### src/rtl/bit_pattern_pkg.sv
// Shared types and sizing helpers for the bit pattern generator (ones-count to right-justified pattern).
// Build option BIT_PATTERN_CLAMP_EN is consumed by bit_pattern_datapath.
package bit_pattern_pkg;

  typedef enum logic [1:0] {
    S_IDLE  = 2'b00,
    S_SHIFT = 2'b01,
    S_DONE  = 2'b10
  } bp_state_t;

  localparam int BP_DEFAULT_A_WIDTH   = 8;
  localparam int BP_DEFAULT_CNT_WIDTH = 4;

  // Smallest count width able to express every ones-count 0..a_width.
  function automatic int bp_min_cnt_width(input int a_width);
    return $clog2(a_width + 1);
  endfunction

  localparam int BP_MIN_CNT_WIDTH = bp_min_cnt_width(BP_DEFAULT_A_WIDTH);

endpackage

### src/rtl/bit_pattern_datapath.sv
// Count and pattern registers: load clears the pattern, shift appends a one per cycle until the count hits zero.
// BIT_PATTERN_CLAMP_EN: clamp the loaded count to A_WIDTH so latency is bounded.
module bit_pattern_datapath
  import bit_pattern_pkg::*;
#(
  parameter int A_WIDTH   = BP_DEFAULT_A_WIDTH,
  parameter int CNT_WIDTH = BP_DEFAULT_CNT_WIDTH
) (
  input  logic                 i_clock,
  input  logic                 i_reset,
  input  logic                 i_load,
  input  logic                 i_shift,
  input  logic [CNT_WIDTH-1:0] i_count,
  output logic [A_WIDTH-1:0]   o_pattern,
  output logic                 o_cnt_zero
);

  logic [CNT_WIDTH-1:0] r_cnt;
  logic [A_WIDTH-1:0]   r_pattern;
  logic [CNT_WIDTH-1:0] w_load_cnt;

`ifdef BIT_PATTERN_CLAMP_EN
  localparam logic [CNT_WIDTH-1:0] LP_CNT_MAX = CNT_WIDTH'(A_WIDTH);
  assign w_load_cnt = (i_count > LP_CNT_MAX) ? LP_CNT_MAX : i_count;
`else
  assign w_load_cnt = i_count;
`endif

  assign o_cnt_zero = (r_cnt == '0);
  assign o_pattern  = r_pattern;

  // Ones beyond A_WIDTH fall off the MSB, so the word saturates at all-ones.
  always_ff @(posedge i_clock) begin
    if (i_reset) begin
      r_cnt     <= '0;
      r_pattern <= '0;
    end else if (i_load) begin
      r_cnt     <= w_load_cnt;
      r_pattern <= '0;
    end else if (i_shift && !o_cnt_zero) begin
      r_cnt     <= r_cnt - 1'b1;
      r_pattern <= {r_pattern[A_WIDTH-2:0], 1'b1};
    end
  end

endmodule

### src/rtl/bit_pattern_generator.sv
// Top: start/done controller around the pattern datapath; done/busy are registered state decodes.
// BIT_PATTERN_CLAMP_EN (see datapath) bounds latency to A_WIDTH+2 edges.
module bit_pattern_generator
  import bit_pattern_pkg::*;
#(
  parameter int A_WIDTH   = BP_DEFAULT_A_WIDTH,
  parameter int CNT_WIDTH = BP_DEFAULT_CNT_WIDTH
) (
  input  logic                 clock,
  input  logic                 reset,
  input  logic                 s,
  input  logic [CNT_WIDTH-1:0] count,
  output logic [A_WIDTH-1:0]   pattern,
  output logic                 done,
  output logic                 busy
);

  bp_state_t r_state;
  logic      r_done;
  logic      r_busy;
  logic      w_load;
  logic      w_shift;
  logic      w_cnt_zero;

  // The count is only captured while idle with start low, so the start edge itself never reloads.
  assign w_load  = (r_state == S_IDLE) && !s;
  assign w_shift = (r_state == S_SHIFT);

  bit_pattern_datapath #(
    .A_WIDTH   (A_WIDTH),
    .CNT_WIDTH (CNT_WIDTH)
  ) u_datapath (
    .i_clock    (clock),
    .i_reset    (reset),
    .i_load     (w_load),
    .i_shift    (w_shift),
    .i_count    (count),
    .o_pattern  (pattern),
    .o_cnt_zero (w_cnt_zero)
  );

  always_ff @(posedge clock) begin
    if (reset) begin
      r_state <= S_IDLE;
      r_done  <= 1'b0;
      r_busy  <= 1'b0;
    end else begin
      case (r_state)
        S_IDLE: begin
          r_done <= 1'b0;
          if (s) begin
            r_state <= S_SHIFT;
            r_busy  <= 1'b1;
          end else begin
            r_busy  <= 1'b0;
          end
        end
        S_SHIFT: begin
          if (w_cnt_zero) begin
            r_state <= S_DONE;
            r_busy  <= 1'b0;
            r_done  <= 1'b1;
          end
        end
        S_DONE: begin
          r_busy <= 1'b0;
          if (!s) begin
            r_state <= S_IDLE;
            r_done  <= 1'b0;
          end
        end
        default: begin
          r_state <= S_IDLE;
          r_done  <= 1'b0;
          r_busy  <= 1'b0;
        end
      endcase
    end
  end

  assign done = r_done;
  assign busy = r_busy;

endmodule

### config.mk
export PLATFORM = sky130hd
export DESIGN_NAME = bit_pattern_generator
export DESIGN_NICKNAME = d
export VERILOG_FILES = /design/src/rtl/bit_pattern_pkg.sv /design/src/rtl/bit_pattern_datapath.sv /design/src/rtl/bit_pattern_generator.sv
export SDC_FILE = /design/constraint.sdc
export NUM_CORES = 1
export LEC_CHECK = 0
export ABC_AREA = 1
export BUFFER_PORTS_ARGS = -buffer_cell sky130_fd_sc_hd__buf_2
export CAP_MARGIN = 40
export CELL_PAD_IN_SITES_DETAIL_PLACEMENT = 1
export CELL_PAD_IN_SITES_GLOBAL_PLACEMENT = 1
export CORE_MARGIN = 2
export CORE_UTILIZATION = 35
export DETAILED_ROUTE_END_ITERATION = 10
export PLACE_DENSITY_LB_ADDON = 0.1
export RECOVER_POWER = 25
export SLEW_MARGIN = 20
export SYNTH_ARGS = -nofsm -noshare
export SYNTH_HDL_FRONTEND = slang
export SYNTH_SLANG_ARGS = --single-unit
### constraint.sdc
create_clock -name clock -period 1.56 [get_ports clock]
set_input_delay 0.312 -clock clock [delete_from_list [all_inputs] [get_ports clock]]
set_output_delay 0.312 -clock clock [all_outputs]
set_load 0.02 [all_outputs]
# Word level (Yosys, flattened, before mapping)
# Index checks and enable logic that the tools add are counted.
# op_classes
addsub	1
mul	0
div	0
order_cmp	0
n_eq_ne	5
shifts	0
n_mux	12
n_bitwise	0
n_reduce_logical	10
# op_table
cell	n
$mux W4	2
$mux W2	3
$ne A2 B2 Y1 const B	3
$pmux W2 S3	1
$logic_not A4 Y1	1
$mux W1	4
$pmux W1 S2	2
$sub A4 B1 Y4 const B	1
$reduce_and A3 Y1	1
$eq A2 B1 Y1 const B	1
$eq A2 B2 Y1 const B	1
$logic_and A1 B1 Y1	2
$logic_not A1 Y1	2
$logic_not A2 Y1	1
$reduce_and A2 Y1	1
$reduce_bool A2 Y1	1
$reduce_or A2 Y1	1
# totals
reg_bits	16
latchBits	0
mem_bits_rw	0
mem_bits_ro	0
inputBits	7
output_inout_bits	10
wordCells	33
mem_count	0

# Logic depth before layout (Yosys ltp)
# Gate-level depths: netlist (run 1).
# logic_depth
ltp_word	5
ltp_mapped	7
mapped_depth_nobuf	7

# Modules after synthesis
# Synthesis (run 1) repeated with hierarchy kept, for this count alone.
# unflattened
hier_cells	109
area_unflattened_um2	753.2
# modules_own_cells
module	n_inst	cells_per_inst	area_each_um2	seq_area_each_um2
bit_pattern_datapath	1	82	579.3	240.2
bit_pattern_generator	1	27	173.9	80.1

# Worst setup path after synthesis (run 1)
# OpenSTA, ideal clock, no wires.
# synth_timing
kind	register to register
from	register u_datapath.r_cnt[0]
to	register u_datapath.r_cnt[1]
setup_time_ns	0.070
t_arrival_ns	1.062
required_ns	1.490
path_slack_ns	0.428
stages_incl_launch_ff	8
n_path_buf	1
synth_period_minus_slack_ns	1.132
cell_sequence	dfxtp_1 inv_1 ha_1 nand3_2 nand2_4 buf_6 nand3_1 a21oi_1
# synth_between
elab_chain_cells	4
word_cells_on_any_way	7
classes_between	1 x add/sub; 2 x mux; 4 x reduce/logical
# synth_rtl
item	line_no	text
from (decl)	bit_pattern_datapath.sv:18	logic [CNT_WIDTH-1:0] r_cnt;
from (signal assigned)	bit_pattern_datapath.sv:38	r_cnt <= w_load_cnt;
from (signal assigned)	bit_pattern_datapath.sv:41	r_cnt <= r_cnt - 1'b1;
branches (longest 4 deep; another with $sub A4 B1 Y4)	--	
# Several ways; the timed one is not identified. The select of a mux whose other input is x is not followed.
# A chain may end at the register's enable or synchronous reset.

# Final worst setup path (run 1)
# layout_timing
from	register u_datapath.r_cnt[0]
to	register u_datapath.r_pattern[6] (netlist: u_datapath.o_pattern[6])
# layout_between
elab_chain_cells	3
# layout_rtl
item	line_no	text
$logic_not A4 Y1	bit_pattern_datapath.sv:29	assign o_cnt_zero = (r_cnt == '0);
$logic_not A1 Y1	bit_pattern_datapath.sv:40	end else if (i_shift && !o_cnt_zero) begin
$logic_and A1 B1 Y1	bit_pattern_datapath.sv:40	
to (signal assigned)	bit_pattern_datapath.sv:42	r_pattern <= {r_pattern[A_WIDTH-2:0], 1'b1};
to (decl)	bit_pattern_datapath.sv:19	logic [A_WIDTH-1:0] r_pattern;
# Every way passes these cells.

==> results of run 1 <==
## cells in the mapped netlist, drive strengths merged
library cell / number / area, um^2
a21oi: 14 / 70.1
and3: 1 / 6.26
buf: 2 / 22.5
clkinv: 1 / 8.76
dfxtp: 16 / 320
ha: 1 / 12.5
inv: 10 / 37.5
nand2: 26 / 110
nand3: 7 / 40.0
nor2: 10 / 42.5
o21ai: 4 / 20.0
or2: 1 / 6.26
xor2: 1 / 8.76
## how the worst min path moves through the flow
stage                               end  startpoint
detailed placement                 done        done
finish                             busy       reset
CTS                                busy       reset
floorplan                          busy       reset
global route        u_datapath.r_cnt[3]       reset
global placement                   done        done
## cell families (layout without fill, tap and decap cells)
logic type	Yosys count	after routing	synth area share
buf+inv	13	31	0.0975
simple gates	45	45	0.291
fa+ha+maj	1	1	0.0177
compound gates	18	18	0.128
flops	16	16	0.454
xor+xnor	1	1	0.0124
## flip-flops by register name (all words and copies together), names as in the netlist
signal and count:
done 1, u_datapath.r_cnt 4, busy 1, r_state 2, u_datapath.o_pattern 8
## worst max-delay path: cells and delay by family, from the launching register on
family                   cells  cell delay [ns]
flip-flops                   1             0.36
AND/OR/NAND/NOR              3             0.29
buffers and inverters        2             0.25
adder cells (fa/ha/maj)      1             0.24
AO/OA/AOI/OAI                1             0.12
## report_power, final
part / internal (mW) / switching [mW]
logic: 0.0890 / 0.165
clock network: 0.142 / 0.138
registers: 0.444 / 0.0279
total: 0.675 / 0.332
## final cells by class
class | instances | area share
Clock buffer | 4 | 0.0439
Inverter | 11 | 0.0561
Multi-Input combinational cell | 65 | 0.383
Sequential cell | 16 | 0.388
Tap cell | 27 | 0.0409
Timing Repair Buffer | 16 | 0.0879
## metal layers
metal / GRT usage / vias up / part of all wire
met5: 0 / - / 0
met3: 0.0399 / 2 / 0.041
li1: - / 334 / -
met4: 0.0714 / 0 / 0.0084
met2: 0.221 / 10 / 0.45
met1: 0.193 / 299 / 0.50
## cell usage in the layout, fill, tap and decap left out
master and n:
nand2_1 23, dfxtp_1 16, a21oi_1 14, buf_2 10, inv_1 9, nor2_1 8, nand3_1 6, clkbuf_1 6
o21ai_0 3, clkbuf_4 3, nor2_2 2, nand2_2 2, nand3_2 1, nand2_4 1, inv_2 1, or2_1 1
clkinv_4 1, and3_1 1, o21ai_1 1, xor2_1 1, ha_1 1, clkbuf_8 1
## per-stage QoR
stage / setup WS [ns] / hold WS (ns) / total power [mW] / std cells / utilization
after floorplan: 0.428 / 0.381 / 0.688 / 94 / -
after global placement: 0.300 / 0.449 / 0.732 / 135 / 0.415
after detailed placement: 0.226 / 0.454 / 0.737 / 135 / 0.415
after CTS: 0.202 / 0.261 / 1.02 / 139 / 0.434
after global routing: 0.0849 / 0.284 / 1.08 / 139 / 0.430
final: 0.217 / 0.267 / 1.01 / 139 / 0.430
==> results.toml, run 1 <==
[status]
status = "finished, final reports clean"

[job]
drv_cap = 0

[sta]
slew_viol_final = 0
clock-skew-final_ns = 0.00614
rsz0062_at_grt = "no"
min_period_over_period = 0.861
maxSlewHeadroom = 0.814
tns_ns = 0
final_hold_viol_count = 0
worst_slew_pin_slew_ns = 0.279
setup_violations = 0
max_freq_mhz = 745
min_period_ns = 1.34

[floorplanning]
fp.coreArea_mm2 = 0.00192
fp-row-count = 16
chipWidth_um = 48.9
die_area_mm2 = 0.00239
initial_core_util = 0.367
ios = 17
die_h_um = 48.9

[global_route]
grt_pass1_vias = 615
grt_overflow = 0
grt_max_degree = 16
grt_pass1_wl_mm = 2.72
antenna_found_initial = 0
grt_usage = 0.147

[clock_tree]
root_buffer = "clkbuf_4"
clkSinkCount = 16
cts-resized-gates = 0
clockBufferDepth = 2
clk-insertion-delay-late_ns = 0.29
cts-hold-fix-buffers = 0
cts_max_level = 1
cts-buffers-inserted = 3
cts_tree = "built"
postCtsSetupRepairBufs = 0
path_clk_slew_ns = 0.10

[yosys]
synthesis.nets = 102
synth_cell_types = 19
ys_ff_latch = 16
ys_seq_area_frac = 0.454
syn_area_um2 = 706
syn-instance-count = 94
synth_warnings = 0
synth_area_per_cell_um2 = 7.51

[placement]
place_area_um2 = 797
numPortBuffers = 16
routabilityCongestion = 0.800
dpl.hpwl_mm = 1.17

[drt]
drt_iter0_markers = 12
post_drt_via_cell_ratio = 4.64
via_count = 645
routed_wirelength_mm = 1.55
antenna_left = 0
route.detailed.drc = 0
dr.pass1.iters = 4
drt-wirelength-per-cell_um = 11.1

[worst_setup_path]
setup.worst_path.start = "u_datapath.r_cnt[0]"
arrival_ns = 1.57
cp.required_ns = 1.78
endpoint_kind = "flip-flop"
r2r_start = "u_datapath.r_cnt[0]"
ff2ff_path_depth = 7
start_kind = "flip-flop"
crit_type = "reg -> reg"
critPathCapture = "u_datapath.o_pattern[6]"
reg2reg_to = "u_datapath.o_pattern[6]"
r2r_slack_ns = 0.22
path_cells = "inv_1, ha_1, nand3_2, nand2_4, inv_2, nand2_1, a21oi_1"
critical-path-max-stage-delay_ns = 0.36
crit_fanout = 15
critPathSlowestCell = "dfxtp_1"

[cells_and_area]
regArea_um2 = 320
multi_input_area_um2 = 317
fin_area_um2 = 826
fillerInstances = 262
final_net_count = 121
n_antenna_cell = 0
syn2layout_area_growth_pct = 17.0
drive_gt1_frac = 0.196

[pwr]
ir_drop_uv = 673
leakagePower_nw = 0.363
p_per_area_mw_per_mm2 = 1220

[min_path]
hold_class = "in -> reg"
hold_path_depth = 2
Note: power is estimated with default switching activity, not from simulation.
==> run 2: changes to the inputs <==
--- a/config.mk
+++ b/config.mk
@@ -5,13 +5,12 @@
 export SDC_FILE = /design/constraint.sdc
 export NUM_CORES = 1
 export LEC_CHECK = 0
-export ABC_AREA = 1
 export BUFFER_PORTS_ARGS = -buffer_cell sky130_fd_sc_hd__buf_2
 export CAP_MARGIN = 40
 export CELL_PAD_IN_SITES_DETAIL_PLACEMENT = 1
 export CELL_PAD_IN_SITES_GLOBAL_PLACEMENT = 1
 export CORE_MARGIN = 2
-export CORE_UTILIZATION = 35
+export CORE_UTILIZATION = 36
 export DETAILED_ROUTE_END_ITERATION = 10
 export PLACE_DENSITY_LB_ADDON = 0.1
 export RECOVER_POWER = 25
==> run 2 against run 1 <==
Compared with the run above:
- critical path depth shrank 3
- combinational power increased by 14%
- clock-buffer cell count is the same
- largest power group unchanged
==> results.toml, run 2 <==
[global_route]
grt_max_degree = 13
grt_pass1_wl_mm = 3.06
grt_usage = 0.169
grt_overflow = 0
antenna_found_initial = 0
grt_pass1_vias = 677

[clock_tree]
path_clk_slew_ns = 0.10
cts_max_level = 1
clk-insertion-delay-late_ns = 0.29
postCtsSetupRepairBufs = 0
cts-buffers-inserted = 3
cts_tree = "built"
clockBufferDepth = 2
root_buffer = "clkbuf_4"
clkSinkCount = 16

[yosys]
ys_ff_latch = 16
synth-edff-count = 0
synth_xor_area_frac = 0
synthesis.nets = 97
syn-instance-count = 89
syn_area_um2 = 714
synth_area_leader_cell = "dfxtp_1"
synthMuxAreaShare = 0
synth_compound_area_frac = 0.247
synth_top_family_by_area = "compound AO/OA/AOI/OAI gates"
synth-simple-area-share = 0.215
synth_commonest_cells = "16 x dfxtp_1, 11 x o21ai_0, 9 x a21oi_1, 9 x nand3_1, 7 x nor2_1"
synth_ff_type = "dfxtp_1"
synth_area_per_cell_um2 = 8.03
synthTopCellsByArea = "dfxtp_1 45%, o21ai_0 7.7%, a21oi_1 6.3%"
synthArstFlopShare = 0
synth_cell_types = 28
synthAdderAreaFrac = 0.0175
synth_top_area_share = 0.448
ys_seq_area_frac = 0.448
synth_warnings = 0
synth_most_common_cell = "dfxtp_1"

[floorplanning]
ios = 17
chipWidth_um = 48.6
fp-row-count = 16
die_area_mm2 = 0.00236
initial_core_util = 0.372
fp.coreArea_mm2 = 0.00192
die_h_um = 48.6

[sta]
slew_viol_final = 0
clock-skew-final_ns = 0.00238
hold-worst-slack_ns = 0.291
final_hold_viol_count = 0
worst_slew_pin_slew_ns = 0.298
max_freq_mhz = 688
min_period_ns = 1.45
maxSlewHeadroom = 0.801
min_period_over_period = 0.931
setup_violations = 0

[cells_and_area]
fin_area_um2 = 905
final_net_count = 118
syn2layout_area_growth_pct = 26.6
n_antenna_cell = 0
largest_register_ff_count = 8
layout_common_cells = "13 x dfxtp_1, 11 x o21ai_0, 10 x buf_2, 9 x nand3_1, 9 x a21oi_1"
post-route-util = 0.471
layout_commonest_cell = "dfxtp_1"
drive_gt1_frac = 0.248

[placement]
routabilityCongestion = 0.820
dpl.hpwl_mm = 1.30
numPortBuffers = 16
place_area_um2 = 845

[status]
status = "finished, final reports clean"

[drt]
via_count = 731
routed_wirelength_mm = 1.97
drt_iter0_markers = 14
dr.pass1.iters = 4
post_drt_via_cell_ratio = 5.38
drt-wirelength-per-cell_um = 14.5
antenna_left = 0
route.detailed.drc = 0

[job]
drv_cap = 0

[worst_setup_path]
crit_type = "reg -> reg"
cp.required_ns = 1.77
r2r_slack_ns = 0.11
start_kind = "flip-flop"
arrival_ns = 1.66
endpoint_kind = "flip-flop"
crit_fanout = 6

[pwr]
p_per_area_mw_per_mm2 = 1160
leakagePower_nw = 0.348
ir_drop_uv = 543

[min_path]
hold_class = "in -> reg"
[run 2: cell count changes after synthesis, sizes merged, moves of 2 or more]
cell,delta
nand2,-24
nand3,+2
nor2b,+2
inv,-4
a311oi,+2
nor2,-3
a21oi,-5
o21ai,+8
a31oi,+2
clkbuf,+4
or3,+2
[run 2: worst paths after layout]
path / from / endpoint / cells after the start
setup / recovery: u_datapath.r_cnt[0] / u_datapath.r_cnt[3] / 4
hold / removal: count[1] / u_datapath.r_cnt[1] / 3
setup reg to reg: u_datapath.r_cnt[0] / u_datapath.r_cnt[3] / 4
hold reg to reg: u_datapath.o_pattern[6] / u_datapath.o_pattern[7] / 2
[run 2: cell type report]
cell class | count | area [um^2]
fillers | 250 | 1020
inverters | 6 | 22.5
repair buffers | 22 | 118
multi-input cells | 61 | 370
flip-flops and latches | 16 | 324
well taps | 27 | 33.8
clock buffers | 4 | 36.3
[run 2: where the power goes]
part	total [mW]	internal [mW]	leakage, nW	switching (mW)
sequential	0.475	0.439	0.131	0.0358
combinational	0.290	0.129	0.196	0.161
clock	0.288	0.142	0.0210	0.146
[run 2: cell families after synthesis]
family,after synthesis
compound gates,30
buf+inv,13
fa+ha+maj,1
flops,16
simple gates,29
[run 2: metrics by stage]
step	setup TNS [ns]	power [mW]	setup WS, ns	cells
3_3_place_gp	0	0.724	0.0212	131
6_report	0	1.05	0.107	136
5_1_grt	-0.00400	1.11	-0.00400	136
3_5_place_dp	-0.0210	0.728	-0.0140	131
2_1_floorplan	0	0.634	0.0896	89
4_1_cts	0	1.02	0.0523	135
[run 2: worst max-delay path: stages (launching register included)]
cell,delay (ns)
dfxtp_2,0.35
inv_1,0.06
ha_2,0.22
or4_1,0.50
a311oi_1,0.25
[run 2: what timing repair did]
item | CTS | global route
hold buffers | 0 | 0
cloned | 0 | 1
setup endpoints to repair | 6 | 3
pin swaps | 0 | 1
resized for setup | 2 | 6
[run 2: routing by layer]
metal	vias to the layer above	global-route usage	routed length (um)
li1	360	-	-
met1	343	0.220	950
met2	22	0.269	918
met3	6	0.0370	70
met4	0	0.0762	33
met5	-	0	0
==> run 3: changes to the inputs <==
--- a/config.mk
+++ b/config.mk
@@ -9,11 +9,11 @@
 export CAP_MARGIN = 40
 export CELL_PAD_IN_SITES_DETAIL_PLACEMENT = 1
 export CELL_PAD_IN_SITES_GLOBAL_PLACEMENT = 1
-export CORE_MARGIN = 2
 export CORE_UTILIZATION = 36
 export DETAILED_ROUTE_END_ITERATION = 10
 export PLACE_DENSITY_LB_ADDON = 0.1
 export RECOVER_POWER = 25
+export SKIP_CTS_REPAIR_TIMING = 1
 export SLEW_MARGIN = 20
 export SYNTH_ARGS = -nofsm -noshare
 export SYNTH_HDL_FRONTEND = slang
==> run 3 against run 2 <==
Compared with the run above:
- sequential share of layout area increased by 1.6 points
- first-iteration DRC count decreased by 29%
- final area decreased by 4.7%
- flip-flop and latch count unchanged
- critical path depth increased by 1
- via count decreased by 5.1%
- clock-buffer cell count decreased by 1
- fmax decreased by 0.66%
- wire length decreased by 8.7%
- critical path type unchanged
==> results.toml, run 3 (synthesis results as in run 2) <==
[status]
status = "finished, final reports clean"

[drt]
drt-wirelength-per-cell_um = 13.8
post_drt_via_cell_ratio = 5.30
drt_iter0_markers = 10
routed_wirelength_mm = 1.80
route.detailed.drc = 0
via_count = 694
dr.pass1.iters = 4
antenna_left = 0

[floorplanning]
die_h_um = 46.6
die_area_mm2 = 0.00217
initial_core_util = 0.397
chipWidth_um = 46.6
fp-row-count = 15
ios = 17
fp.coreArea_mm2 = 0.00180

[cells_and_area]
layout_commonest_cell = "dfxtp_1"
largest_register_ff_count = 8
n_antenna_cell = 0
layout_common_cells = "14 x dfxtp_1, 11 x o21ai_0, 10 x buf_2, 9 x nand3_1, 9 x a21oi_1"
syn2layout_area_growth_pct = 20.7
stdcell_count = 131
drive_gt1_frac = 0.217
final_net_count = 116
multi_input_area_um2 = 353
regArea_um2 = 323
fillerInstances = 247

[global_route]
grt_max_degree = 13
grt_overflow = 0
grt_pass1_wl_mm = 2.90
grt_usage = 0.196
grt_pass1_vias = 638
antenna_found_initial = 0

[worst_setup_path]
critical-path-max-stage-delay_ns = 0.47
critPathSlowestCell = "or3b_4"
start_kind = "flip-flop"
cp.required_ns = 1.74
critPathBufInv = 1
arrival_ns = 1.64
path_cells = "inv_1, ha_2, or3b_4, a22oi_1, nor2_1"
endpoint_kind = "flip-flop"
crit_fanout = 12
crit_type = "reg -> reg"
cp_top_family = "simple AND/OR/NAND/NOR gates"

[clock_tree]
path_clk_slew_ns = 0.09
root_buffer = "clkbuf_4"
cts-buffers-inserted = 3
clkSinkCount = 16
clk-insertion-delay-late_ns = 0.28
cts_max_level = 1
clockBufferDepth = 2
cts_tree = "built"

[min_path]
hold_class = "in -> reg"

[job]
drv_cap = 0

[sta]
slew_viol_final = 0
max_freq_mhz = 684
setup_violations = 0
hold-worst-slack_ns = 0.303
min_period_over_period = 0.937
clock-skew-final_ns = 0.00234
final_hold_viol_count = 0
min_period_ns = 1.46
maxSlewHeadroom = 0.811
worst_slew_pin_slew_ns = 0.283

[placement]
dpl.hpwl_mm = 1.29
numPortBuffers = 16
dp.cells = 128
routabilityCongestion = 0.752

[pwr]
p_total_mw = 0.949
leakagePower_nw = 0.329
ir_drop_uv = 691
p_per_area_mw_per_mm2 = 1100
-- run 3: changes by cell type in the layout (fill, tap and decap cells not counted) --
cell	delta
or3b_4	-1
dfxtp_1	+1
dfxtp_2	-1
nor3b_4	-1
nor3b_2	+1
buf_4	-1
clkbuf_8	-1
-- run 3: final cells by class --
class / instances / area share
Timing Repair Buffer: 21 / 0.128
Clock buffer: 3 / 0.0261
Inverter: 6 / 0.0261
Multi-Input combinational cell: 60 / 0.409
Sequential cell: 16 / 0.374
Tap cell: 25 / 0.0363
-- run 3: path summary, 6_finish.rpt --
path	startpoint	endpoint	slack, ns	depth (start not counted)
max	u_datapath.r_cnt[0]	r_state[0]	0.1	5
min	count[1]	u_datapath.r_cnt[1]	0.30	3
max reg2reg	u_datapath.r_cnt[0]	r_state[0]	0.1	5
min reg2reg	u_datapath.o_pattern[7]	u_datapath.o_pattern[7]	0.49	2
-- run 3: tightest hold or removal path, stage by stage --
cell	delay, ns
buf_2	0.10
inv_1	0.04
o311ai_1	0.09
-- run 3: per-layer routing --
| metal | up-vias | routed length, um | track usage |
|---|---|---|---|
| li1 | 356 | - | - |
| met1 | 323 | 883 | 0.238 |
| met2 | 13 | 832 | 0.314 |
| met3 | 2 | 71 | 0.0745 |
| met4 | 0 | 14 | 0.0647 |
| met5 | - | 0 | 0 |
-- run 3: power by group --
group | switching, mW | total, mW | internal [mW] | leakage [nW]
Combinational | 0.157 | 0.266 | 0.109 | 0.185
Clock | 0.126 | 0.216 | 0.0896 | 0.0138
Sequential | 0.0293 | 0.467 | 0.438 | 0.131
Total | 0.313 | 0.949 | 0.636 | 0.329
-- run 3: stage by stage --
step           area, um^2  worst slack (ns)  utilization  setup TNS [ns]
2_1_floorplan         714            0.0896            -               0
3_3_place_gp          835            0.0407        0.463               0
3_5_place_dp          835           -0.0235        0.463         -0.0636
4_1_cts               857           -0.0376        0.476          -0.122
5_1_grt               862           -0.0183        0.478         -0.0348
6_report              862            0.0977        0.478               0
